<file path="src/rtl/audio_pkg.sv">
// audio_pkg: shared widths, ramp constants, FSM encoding and gain ramp helper for the output gain stage
//   DATA_W     sample width per channel (signed)
//   GAIN_W     gain fraction bits, UNITY = 2**GAIN_W
//   STEP       gain change per frame
//   UNMUTE_DLY clean frames needed before a ramp-up may start
package audio_pkg;
    localparam int DATA_W     = 32;
    localparam int GAIN_W     = 8;
    localparam int UNITY      = 2 ** GAIN_W;
    localparam int STEP       = 4;
    localparam int UNMUTE_DLY = 16;
    localparam int ACC_W      = DATA_W + GAIN_W + 1;
    localparam int CNT_W      = $clog2(UNMUTE_DLY + 1);
    localparam int IDX_W      = $clog2(GAIN_W + 1);

    typedef logic signed [DATA_W-1:0] sample_t;
    typedef enum logic [1:0] {IDLE, MUL, DONE} state_t;

    // One STEP toward 0 (up=0) or UNITY (up=1); clamping to the rail is
    // also the no-overshoot rule since the target is always a rail.
    function automatic logic [GAIN_W:0] ramp(input logic [GAIN_W:0] g, input logic up);
        int v;
        v = up ? int'(g) + STEP : int'(g) - STEP;
        v = v < 0 ? 0 : (v > UNITY ? UNITY : v);
        return (GAIN_W+1)'(v);
    endfunction
endpackage

</file>
<file path="src/rtl/serial_mul.sv">
// serial_mul: shift-add signed sample x unsigned gain multiplier, one gain bit per cycle
//   clk, rst  clock, async active-high reset
//   start     load a/b and begin; restarts (aborts) a multiply in progress
//   a         signed multiplicand
//   b         unsigned gain, GAIN_W+1 bits
//   busy      multiply in progress
//   done      high in the cycle the final partial product is added
//   p         accumulator, valid the cycle after done
module serial_mul
    import audio_pkg::*;
(
    input  logic                    clk,
    input  logic                    rst,
    input  logic                    start,
    input  logic [DATA_W-1:0]       a,
    input  logic [GAIN_W:0]         b,
    output logic                    busy,
    output logic                    done,
    output logic signed [ACC_W-1:0] p
);
    sample_t          a_q;
    logic [GAIN_W:0]  b_q;
    logic [IDX_W-1:0] idx;

    assign done = busy && idx == IDX_W'(GAIN_W);

    always_ff @(posedge clk or posedge rst) begin
        if (rst) begin
            busy <= 1'b0;
            idx  <= '0;
            p    <= '0;
            a_q  <= '0;
            b_q  <= '0;
        end else if (start) begin
            busy <= 1'b1;
            idx  <= '0;
            p    <= '0;
            a_q  <= a;
            b_q  <= b;
        end else if (busy) begin
            if (b_q[idx])
                p <= p + (ACC_W'(a_q) <<< idx);
            idx  <= idx + 1'b1;
            busy <= !done;
        end
    end
endmodule

</file>
<file path="src/rtl/soft_mute.sv">
// soft_mute: per-frame ramped gain/mute stage between the output FIFO and the I2S master
//   clk, rst             out_clk, async active-high reset
//   en                   frame strobe
//   in_left, in_right    samples from the FIFO
//   fifo_empty           FIFO empty, sampled at en
//   mute_req             host mute request (level)
//   out_left, out_right  scaled samples, one frame late
//   gain                 current gain 0..UNITY
//   muted                gain == 0
//   overrun              one-cycle pulse when en lands on a busy multiply
module soft_mute
    import audio_pkg::*;
(
    input  logic              clk,
    input  logic              rst,
    input  logic              en,
    input  logic [DATA_W-1:0] in_left,
    input  logic [DATA_W-1:0] in_right,
    input  logic              fifo_empty,
    input  logic              mute_req,
    output logic [DATA_W-1:0] out_left,
    output logic [DATA_W-1:0] out_right,
    output logic [GAIN_W:0]   gain,
    output logic              muted,
    output logic              overrun
);
    state_t                  state, state_nx;
    logic [DATA_W-1:0]       held_l, held_r, cap_l, cap_r;
    logic [CNT_W-1:0]        cnt;
    logic [GAIN_W:0]         gain_nx;
    logic                    up, wr;
    logic                    busy_l, busy_r, done_l, done_r;
    logic signed [ACC_W-1:0] p_l, p_r;

    // An empty FIFO keeps the last good sample so fade-outs never touch garbage.
    assign cap_l   = fifo_empty ? held_l : in_left;
    assign cap_r   = fifo_empty ? held_r : in_right;
    // Uses the counter value before this frame's update: the first ramp-up
    // happens on the frame after UNMUTE_DLY clean frames.
    assign up      = !(mute_req || fifo_empty || cnt < CNT_W'(UNMUTE_DLY));
    assign gain_nx = ramp(gain, up);
    assign muted   = gain == '0;

    serial_mul u_mul_l (
        .clk(clk), .rst(rst), .start(en), .a(cap_l), .b(gain_nx),
        .busy(busy_l), .done(done_l), .p(p_l)
    );

    serial_mul u_mul_r (
        .clk(clk), .rst(rst), .start(en), .a(cap_r), .b(gain_nx),
        .busy(busy_r), .done(done_r), .p(p_r)
    );

    always_ff @(posedge clk or posedge rst) begin
        if (rst)
            state <= IDLE;
        else
            state <= state_nx;
    end

    // en from any state restarts; a DONE hit by en never writes its result.
    always_comb begin
        state_nx = state;
        wr       = 1'b0;
        if (en)
            state_nx = MUL;
        else if (state == MUL)
            state_nx = done_l && done_r ? DONE : MUL;
        else if (state == DONE) begin
            state_nx = IDLE;
            wr       = 1'b1;
        end
    end

    always_ff @(posedge clk or posedge rst) begin
        if (rst) begin
            held_l    <= '0;
            held_r    <= '0;
            cnt       <= '0;
            gain      <= '0;
            out_left  <= '0;
            out_right <= '0;
            overrun   <= 1'b0;
        end else begin
            overrun <= en && (busy_l || busy_r || state == DONE);
            if (en) begin
                held_l <= cap_l;
                held_r <= cap_r;
                gain   <= gain_nx;
                cnt    <= fifo_empty ? '0 : (cnt == CNT_W'(UNMUTE_DLY) ? cnt : cnt + 1'b1);
            end
            if (wr) begin
                out_left  <= DATA_W'(p_l >>> GAIN_W);
                out_right <= DATA_W'(p_r >>> GAIN_W);
            end
        end
    end
endmodule

</file>
<file path="config.mk">
export PLATFORM = sky130hd
export DESIGN_NAME = soft_mute
export DESIGN_NICKNAME = d
export VERILOG_FILES = /design/src/rtl/audio_pkg.sv /design/src/rtl/serial_mul.sv /design/src/rtl/soft_mute.sv
export SDC_FILE = /design/constraint.sdc
export NUM_CORES = 1
export LEC_CHECK = 0
export ABC_AREA = 1
export CORE_ASPECT_RATIO = 0.8
export CORE_MARGIN = 3
export CORE_UTILIZATION = 55
export DETAILED_ROUTE_END_ITERATION = 7
export PLACE_DENSITY_LB_ADDON = 0.05
export REMOVE_ABC_BUFFERS = 1
export SLEW_MARGIN = 20
export SYNTH_ARGS = -nofsm -noshare
export SYNTH_HDL_FRONTEND = slang
export SYNTH_SLANG_ARGS = --single-unit
</file>
<file path="constraint.sdc">
create_clock -name clk -period 8.13 [get_ports clk]
set_input_delay 1.626 -clock clk [delete_from_list [all_inputs] [get_ports clk]]
set_output_delay 1.626 -clock clk [all_outputs]
set_load 0.05 [all_outputs]
</file>
# --- Word-level counts from Yosys, hierarchy flattened ---
# Cells that the tools add are included.
totals:
  input_bits: 69
  out_inout_bits: 75
  reg_bits: 237
op_classes:
  shift: 2
  bitwise: 1
  n_eq_ne: 6
  muxes: 32
  order_cmp: 5
  n_reduce_logical: 20
  add_sub_neg: 7
ops:
  columns: ["op", "n"]
  rows:
  - ["$mux W41", 6]
  - ["$mux W32", 3]
  - ["$add A41 B41 Y41", 2]
  - ["$sshl A32 B4 Y41", 2]
  - ["$gt A32 B10 Y1 const B", 1]
  - ["$lt A32 B1 Y1 const B", 1]
  - ["$mux W9", 2]
  - ["$mux W4", 4]
  - ["$add A9 B3 Y10 const B", 1]
  - ["$lt A4 B5 Y1 const B", 2]
  - ["$mux W5", 2]
  - ["$sub A9 B3 Y10 const B", 1]
  - ["$logic_not A9 Y1", 1]
  - ["$mux W1", 9]
  - ["$add A4 B1 Y4 const B", 2]
  - ["$bmux W1 S4", 2]
  - ["$eq A4 B4 Y1 const B", 2]
  - ["$mux W2", 4]
  - ["$reduce_and A2 Y1", 4]
  - ["$reduce_bool A2 Y1", 4]
  - ["$add A5 B1 Y5 const B", 1]
  - ["$eq A5 B5 Y1 const B", 1]
  - ["$lt A5 B5 Y1 const B", 1]
  - ["$logic_and A1 B1 Y1", 4]
  - ["other kinds (7)", 11]

# --- Logic depth before layout (Yosys ltp) ---
# Gate-level depths: netlist (run 1).
depth:
  ltp_word: 6
  ltp_mapped: 26

# --- Modules after synthesis ---
# A second synthesis (run 1) with hierarchy kept.
hier_totals:
  cells_unflattened: 3363
  area_unflattened_um2: 22804.4
modules_own_cells:
  columns: ["module", "cells_each", "area_each_um2", "seq_area_each_um2", "instances"]
  rows:
  - ["serial_mul", 1311, 8041.5, 2177.1, 2]
  - ["soft_mute", 741, 6721.4, 3628.5, 1]

# --- Worst setup path after synthesis (run 1) ---
# OpenSTA, ideal clock, no wires.
synth_path:
  kind: "register -> output"
  from: "register u_mul_l.b_q[2] (netlist name)"
  to: "output port muted"
  path_buffers: 0
  path_slack_ps: 4676
  t_required_ps: 6504
  path_stages_with_launch: 5
  arrival_time_ps: 1828
  cell_sequence: "dfrtp_1 -> inv_2 -> ha_1 -> nand4_1 -> nor2_1"
synth_rtl:
  columns: ["item", "line", "rtl"]
  rows:
  - ["end, declared", "soft_mute.sv:24", "output logic muted,"]

# --- Worst setup path in the final report (run 1) ---
layout_path:
  from: "register u_mul_r.idx[2]"
  to: "register u_mul_r.p[19]"
layout_between:
  elab_chain_cells: 5
  word_cells_on_any_way: 9
layout_lines:
  columns: ["item", "line", "rtl"]
  rows:
  - ["start, declared", "serial_mul.sv:23", "logic [IDX_W-1:0] idx;"]
  - ["start signal, assigned", "serial_mul.sv:43", "idx <= idx + 1'b1;"]
  - ["$sshl A32 B4 Y41", "serial_mul.sv:42", "p <= p + (ACC_W'(a_q) <<< idx);"]
  - ["$add A41 B41 Y41", "serial_mul.sv:42", null]
  - ["$mux W41", "serial_mul.sv:41", "if (b_q[idx])"]
  - ["$mux W41", "serial_mul.sv:40", "end else if (busy) begin"]
  - ["$mux W41", "serial_mul.sv:34", "end else if (start) begin"]
  - ["end signal, assigned", "serial_mul.sv:42", null]
  - ["end, declared", "serial_mul.sv:19", "output logic signed [ACC_W-1:0] p"]
# Several ways; a longest one is shown, not always the timed one. The select of a mux whose other input is x is not followed.
# A chain may end at the register's enable or synchronous reset.

==> flow_summary.json, run 1 <==
{
  "syn_inst": 2970,
  "place_area_um2": 20100,
  "numCtsBuffers": 27,
  "power_per_cell_area_nw_per_um2": 297,
  "layout-drive-gt1-share": 0.0447,
  "clkPwrFrac": 0.214,
  "htreeDepth": 1,
  "cp.arrival_ns": 5.46,
  "endpoint_kind": "flip-flop",
  "ant_nets": 0,
  "power_frac_comb": 0.521,
  "cts.clk_slew.worst_paths_ns": 0.06,
  "ys_types": 41,
  "synthesis.area_um2": 18700,
  "hold_buffers": 0,
  "holdPathStages": 2,
  "ff2ff_path_depth": 14,
  "ir_drop_v": 0.000285,
  "numPortBuffers": 141,
  "maxCapViolations": 0,
  "tightest_slew_ns": 1.06,
  "drt-pass1-iter-count": 6,
  "route.vias.total": 19700,
  "yosysSeqAreaShare": 0.312,
  "ctsLongestPathBuffers": 3,
  "setup.worst_path.class": "reg2reg",
  "initialDrtViolationCount": 2780,
  "slew_headroom": 0.294,
  "multi_input_area_um2": 11100,
  "grt_max_degree": 94,
  "clk_latency_ns": 0.58,
  "die_h_um": 171,
  "instances_no_fill": 3496,
  "tns_ns": 0,
  "post_cts_buffers": 0,
  "antenna_found_initial": 3,
  "fin_nets": 3207,
  "start_util": 0.566,
  "worstPathMaxFanout": 40,
  "hold_viol": 0,
  "cp.required_ns": 8.63,
  "dp_slack_ns": 3.65,
  "p_leak_nw": 11.4,
  "dp_hpwl_um": 48500,
  "coreArea_um2": 33000,
  "clock_skew_ns": 0.0157,
  "seq_area_um2": 5830,
  "wire_per_inst_um": 17.7,
  "p_int_mw": 3.23,
  "seqPwrFrac": 0.265,
  "netSwitchingFraction": 0.485,
  "drcViolationCount": 0,
  "die_w_um": 212,
  "ys_top_cells_by_area": "dfrtp_1 31%, nand2_1 27%, inv_1 6.4%",
  "finalSetupViolCount": 0,
  "grt_pass1_vias": 17500,
  "clock.fmax_mhz": 202,
  "dp_cells": 3446,
  "grt_pass1_wl_um": 95700,
  "die_area_um2": 36200,
  "synth_area_per_cell_um2": 6.28,
  "reg2reg_slack_ns": 3.17,
  "grt-ovfl-total": 0,
  "startpoint_type": "flip-flop",
  "nFillCells": 3082,
  "switchingPower_mw": 3.04,
  "route.final.wire_length_um": 62000,
  "synth_area_leader_cell": "dfrtp_1",
  "yosysWarningCount": 0,
  "place_congestion": 1.03,
  "fin_crit_ns": 4.96,
  "status": "completed",
  "syn2layout_area_growth_pct": 13.2,
  "root_buffer": "clkbuf_16",
  "avgViaCountPerCell": 5.63,
  "design_area_um2": 21100,
  "synth_top_area_frac": 0.312,
  "fin_ws_ns": 3.17,
  "ios": 144,
  "rows": 59,
  "rsz0062_at_grt": "false",
  "min_period_over_period": 0.610,
  "cts.sinks": 233,
  "cts_resized": 0,
  "hold_path.class": "reg2reg",
  "cts_tree": "yes",
  "slew_viol_final": 0,
  "track_usage": 0.336,
  "ys_ff_latch": 233
}
final cells by class:
type	instances	area share
multi-input combinational	2308	0.524
sequential	233	0.276
timing repair buffer	147	0.0697
inverter	332	0.0598
clock buffer	33	0.0345
tap	427	0.0253
clock inverter	14	0.0108
antenna	2	0.000237
routing by layer:
layer,GRT usage,part of all wire,up-vias
li1,-,-,9520
met2,0.449,0.38,900
met3,0.107,0.12,81
met5,0,0.00021,-
met4,0.0492,0.015,2
met1,0.531,0.48,9173
flip-flops by register name, indices dropped and copies added, names as in the netlist, 2 cells and up:
name	count
cnt	5
out_left	32
out_right	32
state	2
u_mul_l.a_q	32
u_mul_l.b_q	7
u_mul_l.idx	4
u_mul_l.p	40
u_mul_r.a_q	32
u_mul_r.idx	4
u_mul_r.p	40
power by group through the flow:
stage          clock (mW)  sequential [mW]  combinational, mW
2_1_floorplan           0             1.61               2.20
6_report             1.34             1.66               3.27
5_1_grt              1.40             1.68               3.60
3_5_place_dp            0             1.66               3.13
3_3_place_gp            0             1.66               3.09
4_1_cts              1.35             1.65               3.15
kinds of logic (layout without fill, tap and decap cells):
kind of cell	after synthesis	after routing	synth area share
compound gates	326	326	0.0936
xor+xnor	30	30	0.0141
fa+ha+maj	89	89	0.0605
buf+inv	430	526	0.0956
flops	233	233	0.312
mux	45	45	0.0265
other cells	1	4	0.000201
simple gates	1816	1816	0.397
through the flow:
step | hold slack, ns | power (mW) | utilization
4_1_cts | 0.489 | 6.15 | 0.640
5_1_grt | 0.508 | 6.68 | 0.640
6_report | 0.483 | 6.27 | 0.640
3_5_place_dp | 0.474 | 4.80 | 0.611
2_1_floorplan | 0.455 | 3.81 | -
3_3_place_gp | 0.464 | 4.75 | 0.611
critical path, stage by stage (launching register included):
cell and delay, ns:
dfrtp_1 0.98, clkinv_1 1.08, nand2_1 0.27, o21ai_0 0.18, o21ai_0 0.65, ha_1 0.41, nand2_1 0.15, inv_1 0.06
nand2_1 0.06, nand2_1 0.12, a21oi_1 0.23, nand2_1 0.20, o21ai_0 0.26, nand3_2 0.13, o21ai_2 0.09
layout by cell type (no fill, tap or decap), types with 35 or more instances in the layout:
| cell type | synthesis | routed |
|---|---|---|
| mux2_2 | 35 | 35 |
| ha_1 | 87 | 87 |
| dfrtp_1 | 233 | 233 |
| clkdlybuf4s50_1 | 0 | 141 |
| nand2_1 | 1328 | 1328 |
| nand3_1 | 170 | 169 |
| nor2_1 | 223 | 222 |
| o21ai_0 | 198 | 198 |
| a21oi_1 | 66 | 66 |
| inv_1 | 318 | 316 |
synth_stat cells (all sizes together):
cell	instances
inv	332
buf	63
o41ai	1
ha	87
conb	1
o21bai	16
a31oi	13
nor4	1
o21ai	207
and3	1
a21oi	66
xor2	4
o211ai	1
dfrtp	233
nor2	224
nand3b	27
a21boi	2
fa	2
mux2i	10
clkbuf	35
nand2	1332
nor3	11
xnor2	26
o22ai	20
nand3	194
nand4	26
mux2	35
final timing paths:
kind	from	end
worst max register to register	u_mul_r.idx[2]$_DFFE_PP0P_	u_mul_r.p[19]$_DFFE_PP0P_
worst max-delay path	u_mul_r.idx[2]$_DFFE_PP0P_	u_mul_r.p[19]$_DFFE_PP0P_
worst min register to register	out_right[6]$_DFFE_PP0P_	out_right[6]$_DFFE_PP0P_
max in group asynchronous	rst	u_mul_r.a_q[9]$_DFFE_PP0P_
min in group asynchronous	rst	u_mul_l.p[10]$_DFFE_PP0P_
worst min-delay path	out_right[6]$_DFFE_PP0P_	out_right[6]$_DFFE_PP0P_
Note: power is estimated with default switching activity, not from simulation.
==> run 2, diff against run 1 <==
clock period = 4.5 ns   (was 8.13 ns; I/O delays follow)
==> run 2 against run 1 <==
Against the previous run: highest routed layer is now met4; fmax grew 27%; critical path depth up 3; total power up 75%; largest cell class unchanged; hold slack better by 0.0056 ns; clock power up 60%; routed wire length decreased by 1.4%; count of clock-buffer cells in the layout grew 5; core utilization about the same.
==> flow_summary.json, run 2 (synthesized netlist as in run 1, its figures left out) <==
{
  "die_h_um": 171,
  "avgViaCountPerCell": 5.59,
  "nFillCells": 3140,
  "path_cells": "inv_1 > buf_4 > nand3_1 > o21ai_0 > nor2_1 > a31oi_1 > o21ai_0 > ha_1 > inv_1 > nor3_1 > nand2_1 > nor2_1 > nand3_1 > nand3_1 > nand2_1 > nand3_1 > nand2_1",
  "post_cts_buffers": 0,
  "route.vias.total": 19600,
  "place_area_um2": 20300,
  "startpoint_type": "flip-flop",
  "ant_nets": 0,
  "finalSetupViolCount": 0,
  "die_area_um2": 36200,
  "cp.required_ns": 4.96,
  "layout.cells.most_common_list": "1328 x nand2_1, 317 x inv_1, 233 x dfrtp_1",
  "die_w_um": 212,
  "grt-ovfl-total": 0,
  "maxCapViolations": 0,
  "min_period_over_period": 0.869,
  "grt_pass1_vias": 17700,
  "grt_max_degree": 102,
  "wire_per_inst_um": 17.4,
  "design_area_um2": 21100,
  "cp.arrival_ns": 4.37,
  "top_regs": "u_mul_l.p x40, u_mul_r.p x40",
  "grt_pass1_wl_um": 95800,
  "slew_headroom": 0.310,
  "rows": 59,
  "ctsLongestPathBuffers": 3,
  "clock_skew_ns": 0.0223,
  "power_per_cell_area_nw_per_um2": 521,
  "track_usage": 0.334,
  "numCtsBuffers": 26,
  "route.final.wire_length_um": 61100,
  "root_buffer": "clkbuf_16",
  "place_congestion": 1.03,
  "cts.sinks": 233,
  "post-route-util": 0.640,
  "cpMostUsedCell": "nand3_1",
  "status": "completed",
  "clk_latency_ns": 0.57,
  "dp_hpwl_um": 48200,
  "tightest_slew_ns": 1.03,
  "ir_drop_v": 0.000467,
  "setup.worst_path.class": "reg2reg",
  "cts_resized": 0,
  "cts_tree": "yes",
  "initialDrtViolationCount": 2474,
  "syn2layout_area_growth_pct": 13.2,
  "fin_nets": 3223,
  "drt-pass1-iter-count": 6,
  "rsz0062_at_grt": "false",
  "slowest_stage": "ha_1",
  "endpoint_kind": "flip-flop",
  "fin_crit_ns": 3.91,
  "hold_viol": 0,
  "slew_viol_final": 0,
  "htreeDepth": 1,
  "coreArea_um2": 33000,
  "p_leak_nw": 11.4,
  "drcViolationCount": 0,
  "ios": 144,
  "clock.fmax_mhz": 256,
  "layout-drive-gt1-share": 0.0483,
  "numPortBuffers": 141,
  "antenna_found_initial": 0,
  "worstPathMaxFanout": 24,
  "hold_buffers": 0,
  "start_util": 0.566,
  "critPathMaxStageDelay_ns": 0.50,
  "hold_path.class": "reg2reg",
  "num_antenna_cells": 0,
  "layout_commonest_cell": "nand2_1",
  "cts.clk_slew.worst_paths_ns": 0.07
}
run 2: cell count changes in the layout (fill, tap and decap cells not counted), sizes merged:
cell	before	now
buf	6	23
clkinvlp	4	2
bufinv	5	1
clkbuf	33	38
inv	334	332
diode	2	0
clkinv	3	5
run 2: worst max-delay path: cells and delay by family, from the launching register on:
| family | cells | cell delay [ns] |
|---|---|---|
| AO/OA/AOI/OAI | 3 | 0.65 |
| adder cells (fa/ha/maj) | 1 | 0.50 |
| buffers and inverters | 3 | 0.88 |
| flip-flops | 1 | 0.39 |
| AND/OR/NAND/NOR | 10 | 1.36 |
run 2: layout make-up:
| class | count | area (um2) | share of cell area |
|---|---|---|---|
| sequential | 233 | 5830 | 0.276 |
| inverter | 332 | 1260 | 0.0598 |
| multi-input combinational | 2308 | 11100 | 0.524 |
| clock buffer | 38 | 746 | 0.0353 |
| timing repair buffer | 164 | 1600 | 0.0756 |
| clock inverter | 8 | 85.1 | 0.00403 |
| tap | 427 | 534 | 0.0253 |
run 2: final timing paths:
check | from | end | slack [ns] | cells past startpoint
worst min register to register | out_right[10]$_DFFE_PP0P_ | out_right[10]$_DFFE_PP0P_ | 0.49 | 2
min in group asynchronous | rst | out_right[24]$_DFFE_PP0P_ | 0.85 | 2
worst min-delay path | out_right[10]$_DFFE_PP0P_ | out_right[10]$_DFFE_PP0P_ | 0.49 | 2
max in group asynchronous | rst | u_mul_r.a_q[7]$_DFFE_PP0P_ | 2.60 | 3
worst max register to register | u_mul_l.idx[1]$_DFFE_PP0P_ | u_mul_l.p[39]$_DFFE_PP0P_ | 0.59 | 17
worst max-delay path | u_mul_l.idx[1]$_DFFE_PP0P_ | u_mul_l.p[39]$_DFFE_PP0P_ | 0.59 | 17
run 2: stage by stage:
stage / setup WS [ns] / power, mW / hold WS [ns] / setup TNS, ns / std cells
3_3_place_gp: 0.868 / 8.54 / 0.466 / 0 / 3464
5_1_grt: 0.383 / 11.8 / 0.505 / 0 / 3510
2_1_floorplan: -2.79 / 6.88 / 0.455 / -649.99 / 2873
4_1_cts: 0.813 / 10.8 / 0.489 / 0 / 3510
3_5_place_dp: 0.824 / 8.64 / 0.473 / 0 / 3464
6_report: 0.589 / 11.0 / 0.489 / 0 / 3510
run 2: report_power, final:
| group | leakage [nW] | total (mW) | internal (mW) | switching [mW] |
|---|---|---|---|---|
| clock network | 0.402 | 2.15 | 1.20 | 0.941 |
| logic | 7.93 | 5.87 | 1.90 | 3.97 |
| registers | 3.05 | 2.98 | 2.51 | 0.471 |
| total | 11.4 | 11.0 | 5.61 | 5.38 |
run 2: routing by layer:
metal | routed length [um] | vias up | part of all wire | track usage
met2 | 23000 | 836 | 0.38 | 0.445
met1 | 30400 | 9154 | 0.50 | 0.546
met3 | 6640 | 80 | 0.11 | 0.0763
met4 | 1040 | 0 | 0.017 | 0.0579
li1 | - | 9548 | - | -
met5 | 0 | - | 0 | 0
==> RTL edit 1, RTL diff (config.mk and constraints of run 1) <==
The package constant `GAIN_W` goes from 8 to 7.
--- a/src/rtl/audio_pkg.sv
+++ b/src/rtl/audio_pkg.sv
@@ -5,7 +5,7 @@
 //   UNMUTE_DLY clean frames needed before a ramp-up may start
 package audio_pkg;
     localparam int DATA_W     = 32;
-    localparam int GAIN_W     = 8;
+    localparam int GAIN_W     = 7;
     localparam int UNITY      = 2 ** GAIN_W;
     localparam int STEP       = 4;
     localparam int UNMUTE_DLY = 16;
Interface: changed (resized gain); port bits go from 144 to 143. The function was not compared with the original's and may differ.
==> RTL edit 1 against run 1 <==
- setup slack better by 510 ps
- design area fell by 9.0%
- critical path type is now primary input to register
- highest routed layer unchanged
- total power fell by 3.2%
- clock power is 9.7% lower
- critical path depth shrank 7
- global-route usage is 3.3 points lower
- sequential cell count down 5
- routed wire length decreased by 19%
- clock skew is 1.3 ps higher
- area after synthesis fell by 10%
==> RTL edit 1: results (changes against run 1) <==
[power]
p_leak_uw = 0.00995  ; -12%
ir_drop_mv = 0.235  ; -17%

[finish]
antenna_cells = 0  ; -2
nNetsFinal = 2713  ; -15%
fillers = 2757  ; -11%
finalNonFillerCells = 2981  ; -15%
drive_gt1_frac = 0.0478  ; +0.00310

[timing]
finClkSkew_ps = 16.9  ; +1.26 ps
period_share = 0.546  ; -0.0633

[hold_path]
whs_endpoint = out_right[9]
worstHoldStart = out_right[9]

[worst_setup_path]
cp_max_fo = 29  ; -28%
ff2ff_path_depth = 16  ; +2
timing.rr.end = u_mul_r.p[38]

[synthesis]
synth.area.top_cells = dfrtp_1 34%, nand2_1 17%, inv_1 7.9%
ys_types = 38  ; -7.3%
syn_avg_cell_area_um2 = 6.80  ; +8.2%
ys_top_cells_by_count = 771 x nand2_1, 350 x inv_1, 241 x nor2_1
ys_seq_area_frac = 0.341  ; +0.0289

[drt]
drt_iter0_markers = 1502  ; -46%

[cts]
cts_buffers = 26  ; -3.7%
clock_latency_ps = 550  ; -30 ps

[place]
dp_cells = 2934  ; -15%
io_buffer_count = 140  ; -0.71%
place.gp.congestion = 1.00  ; -2.3%

[grt]
grt_pass1_vias = 15146  ; -13%
antenna_found_initial = 2  ; -1
grt_max_degree = 184  ; +96%
grt_pass1_wl_um = 80100  ; -16%
track_usage = 0.303  ; -0.0325

[status]
status = finished, final reports clean

RTL edit 1: cell count changes after synthesis, moves of 12 or more:
cell and change:
nand2_1 -557, nand4_1 -17, nand3_1 -18, a21oi_1 +45
nand3_2 -18, inv_1 +32, nand3b_1 -21, buf_2 -15
nor2_1 +18, o21bai_1 -12, a31oi_1 -12, mux2i_1 +52
RTL edit 1: per-stage QoR:
stage	power [uW]	utilization	area, um^2	hold slack [ps]	setup slack (ps)
2_1_floorplan	3890	-	16300	459	256
3_3_place_gp	4720	0.619	18300	465	3400
3_5_place_dp	4780	0.619	18300	473	3230
4_1_cts	6010	0.648	19200	488	3780
5_1_grt	6570	0.649	19200	504	3590
6_report	6060	0.649	19200	483	3690
RTL edit 1: worst max-delay path, stage by stage:
cell and delay, ps:
clkdlybuf4s50_1 760, inv_1 440, nand2_1 290, nand2_4 280, nor2_4 780, inv_1 380, o21ai_0 300
RTL edit 1: logic make-up (layout without fill, tap and decap cells):
group / count (synthesis) / after routing / share of synthesized area
AOI/OAI and AO/OA: 361 / 361 / 0.116
xor gates and xnor gates: 29 / 29 / 0.0152
adders and majority gates: 87 / 87 / 0.0660
buffers and inverters: 438 / 553 / 0.104
DFF: 228 / 228 / 0.341
muxes: 106 / 106 / 0.0668
other: 1 / 2 / 0.000224
and+or+nand+nor: 1209 / 1209 / 0.290
RTL edit 1: worst max-delay path by stage:
stage	start	to	cells after the start
after floorplan	rst	cnt[0]	1
after global placement	en	u_mul_l.p[3]	7
after detailed placement	en	u_mul_l.p[3]	7
after CTS	en	u_mul_l.p[3]	7
after global routing	en	u_mul_l.p[3]	7
final	en	u_mul_l.p[3]	7
RTL edit 1: area by class of cell:
cell class	instances	area, um^2	share of cell area
well taps	406	508	0.0264
clock buffers	40	815	0.0423
flip-flops and latches	228	5710	0.297
inverters	357	1350	0.0700
clock inverters	6	63.8	0.00332
repair buffers	150	1510	0.0784
multi-input cells	1794	9290	0.483
RTL edit 1: per-layer routing:
metal / up-vias / share of wire / GRT usage
met5: - / 0.00054 / 0
met3: 59 / 0.086 / 0.0597
met4: 4 / 0.015 / 0.0463
li1: 8027 / - / -
met1: 7590 / 0.51 / 0.483
met2: 574 / 0.39 / 0.430
RTL edit 1: where the power goes:
group	internal, uW	total [uW]	switching, uW
Clock	718	1210	494
Combinational	1090	3300	2210
Sequential	1350	1550	198
==> RTL edit 2, RTL diff (config.mk and constraints of run 1) <==
Without the edit above. Compare `idx` against `IDX_W'(GAIN_W)` with >= in place of ==.
--- a/src/rtl/serial_mul.sv
+++ b/src/rtl/serial_mul.sv
@@ -22,7 +22,7 @@
     logic [GAIN_W:0]  b_q;
     logic [IDX_W-1:0] idx;
 
-    assign done = busy && idx == IDX_W'(GAIN_W);
+    assign done = busy && idx >= IDX_W'(GAIN_W);
 
     always_ff @(posedge clk or posedge rst) begin
         if (rst) begin
Function: no difference found for any inputs over 4 cycles, from zero or initial values and one cycle with rst high; that may be too few to reach the edited logic, so the function may still have changed.
==> RTL edit 2 against run 1 <==
- total power rose by 1.3%
- utilization about the same
- count of clock-buffer cells in the layout fell by 4
- routed wire length shrank 2.4%
- design area decreased by 0.46%
- area after synthesis decreased by 0.58%
- sequential cell count stayed put
- setup slack gained 480 ps
- critical endpoint is now u_mul_l.p[22]
- largest power group unchanged
==> RTL edit 2: results (changes against run 1) <==
[worst_setup_path]
critical_path.startpoint = u_mul_l.idx[2]
cp_max_fo = 39  ; -2.5%
rrSetupSlack_ps = 3650  ; +480 ps
critical-path-slowest-cell = inv_1
arrival_ps = 4990  ; -470 ps
path_delay_family = buffers and inverters
crit_path_max_incr_delay_ps = 940  ; -140 ps
timing.rr.end = u_mul_l.p[22]

[hold_path]
whs_endpoint = out_left[2]
worstHoldStart = out_left[2]

[cts]
htreeDepth = 1  ; unchanged

[status]
status = finished, final reports clean

[grt]
grt_util_met2 = 0.443  ; -0.00529
use_met3 = 0.0992  ; -0.00736
antenna_found_initial = 1  ; -2
grt_pass1_wl_um = 95500  ; -0.22%
grt_pass1_vias = 17329  ; -0.92%
grt_max_degree = 110  ; +17%
track_usage = 0.333  ; -0.00218
use_met1 = 0.534  ; +0.00215

[drt]
drt_iter0_markers = 2295  ; -17%
dr_wl_met2_um = 23000  ; -2.5%
m1WireLength_um = 29500  ; -0.83%
wl_per_cell_um = 17.6  ; -0.93%
wl_met3_um = 7150  ; -7.5%
routed.top_layer = met4
vias = 19162  ; -2.6%

[synthesis]
synth_xor_area_frac = 0.0165  ; +0.00244
syn_avg_cell_area_um2 = 6.36  ; +1.2%
ys_top_cells_by_count = 1,221 x nand2_1, 333 x inv_1, 233 x dfrtp_1
ys_types = 44  ; +7.3%
synthMuxAreaShare = 0.0379  ; +0.0114
yosys_warnings = 0  ; unchanged
synth.area.top_cells = dfrtp_1 31%, nand2_1 25%, inv_1 6.7%
synth_fa_ha_area_frac = 0.0608  ; +0.000355
ys_seq_area_frac = 0.314  ; +0.00183
synth_compound_area_frac = 0.101  ; +0.00770

[power]
p_leak_uw = 0.0112  ; -1.6%
ir_drop_mv = 0.278  ; -2.3%

[timing]
worst_slew_pin_slew_ps = 1090  ; +30.3 ps
fin_crit_ps = 4480  ; -475 ps
hold-worst-slack_ps = 482  ; -1.77 ps
finClkSkew_ps = 13.1  ; -2.60 ps

[place]
post_dp_cell_area_um2 = 20100  ; -0.47%
hpwlAfterDp_um = 47000  ; -3.0%
place_ws_ps = 3390  ; -259 ps
place.gp.congestion = 1.02  ; -0.41%
io_buffer_count = 141  ; unchanged

[finish]
drive_gt1_frac = 0.0477  ; +0.00306
finalNonFillerCells = 3445  ; -1.5%
nNetsFinal = 3155  ; -1.6%

RTL edit 2: cell count changes after synthesis, moves of 9 or more:
cell and change:
nand3_2 -20, o22ai_2 +9, o21ai_0 +10, nand2_1 -107
nand3_1 +22, o22ai_1 -11, mux2i_1 +13, inv_1 +15
RTL edit 2: layout make-up:
| class | instances | area (um^2) |
|---|---|---|
| Fill cell | 3061 | 11800 |
| Multi-Input combinational cell | 2240 | 10900 |
| Sequential cell | 233 | 5840 |
| Timing Repair Buffer | 151 | 1500 |
| Inverter | 344 | 1300 |
| Clock buffer | 29 | 683 |
| Tap cell | 427 | 534 |
| Clock inverter | 20 | 270 |
| Antenna cell | 1 | 2.50 |
RTL edit 2: where the power goes:
part | switching, uW | leakage (uW) | internal (uW) | total, uW
clock network | 554 | 0.000449 | 776 | 1330
logic | 2270 | 0.00768 | 1090 | 3360
registers | 263 | 0.00304 | 1390 | 1660
total | 3090 | 0.0112 | 3260 | 6350
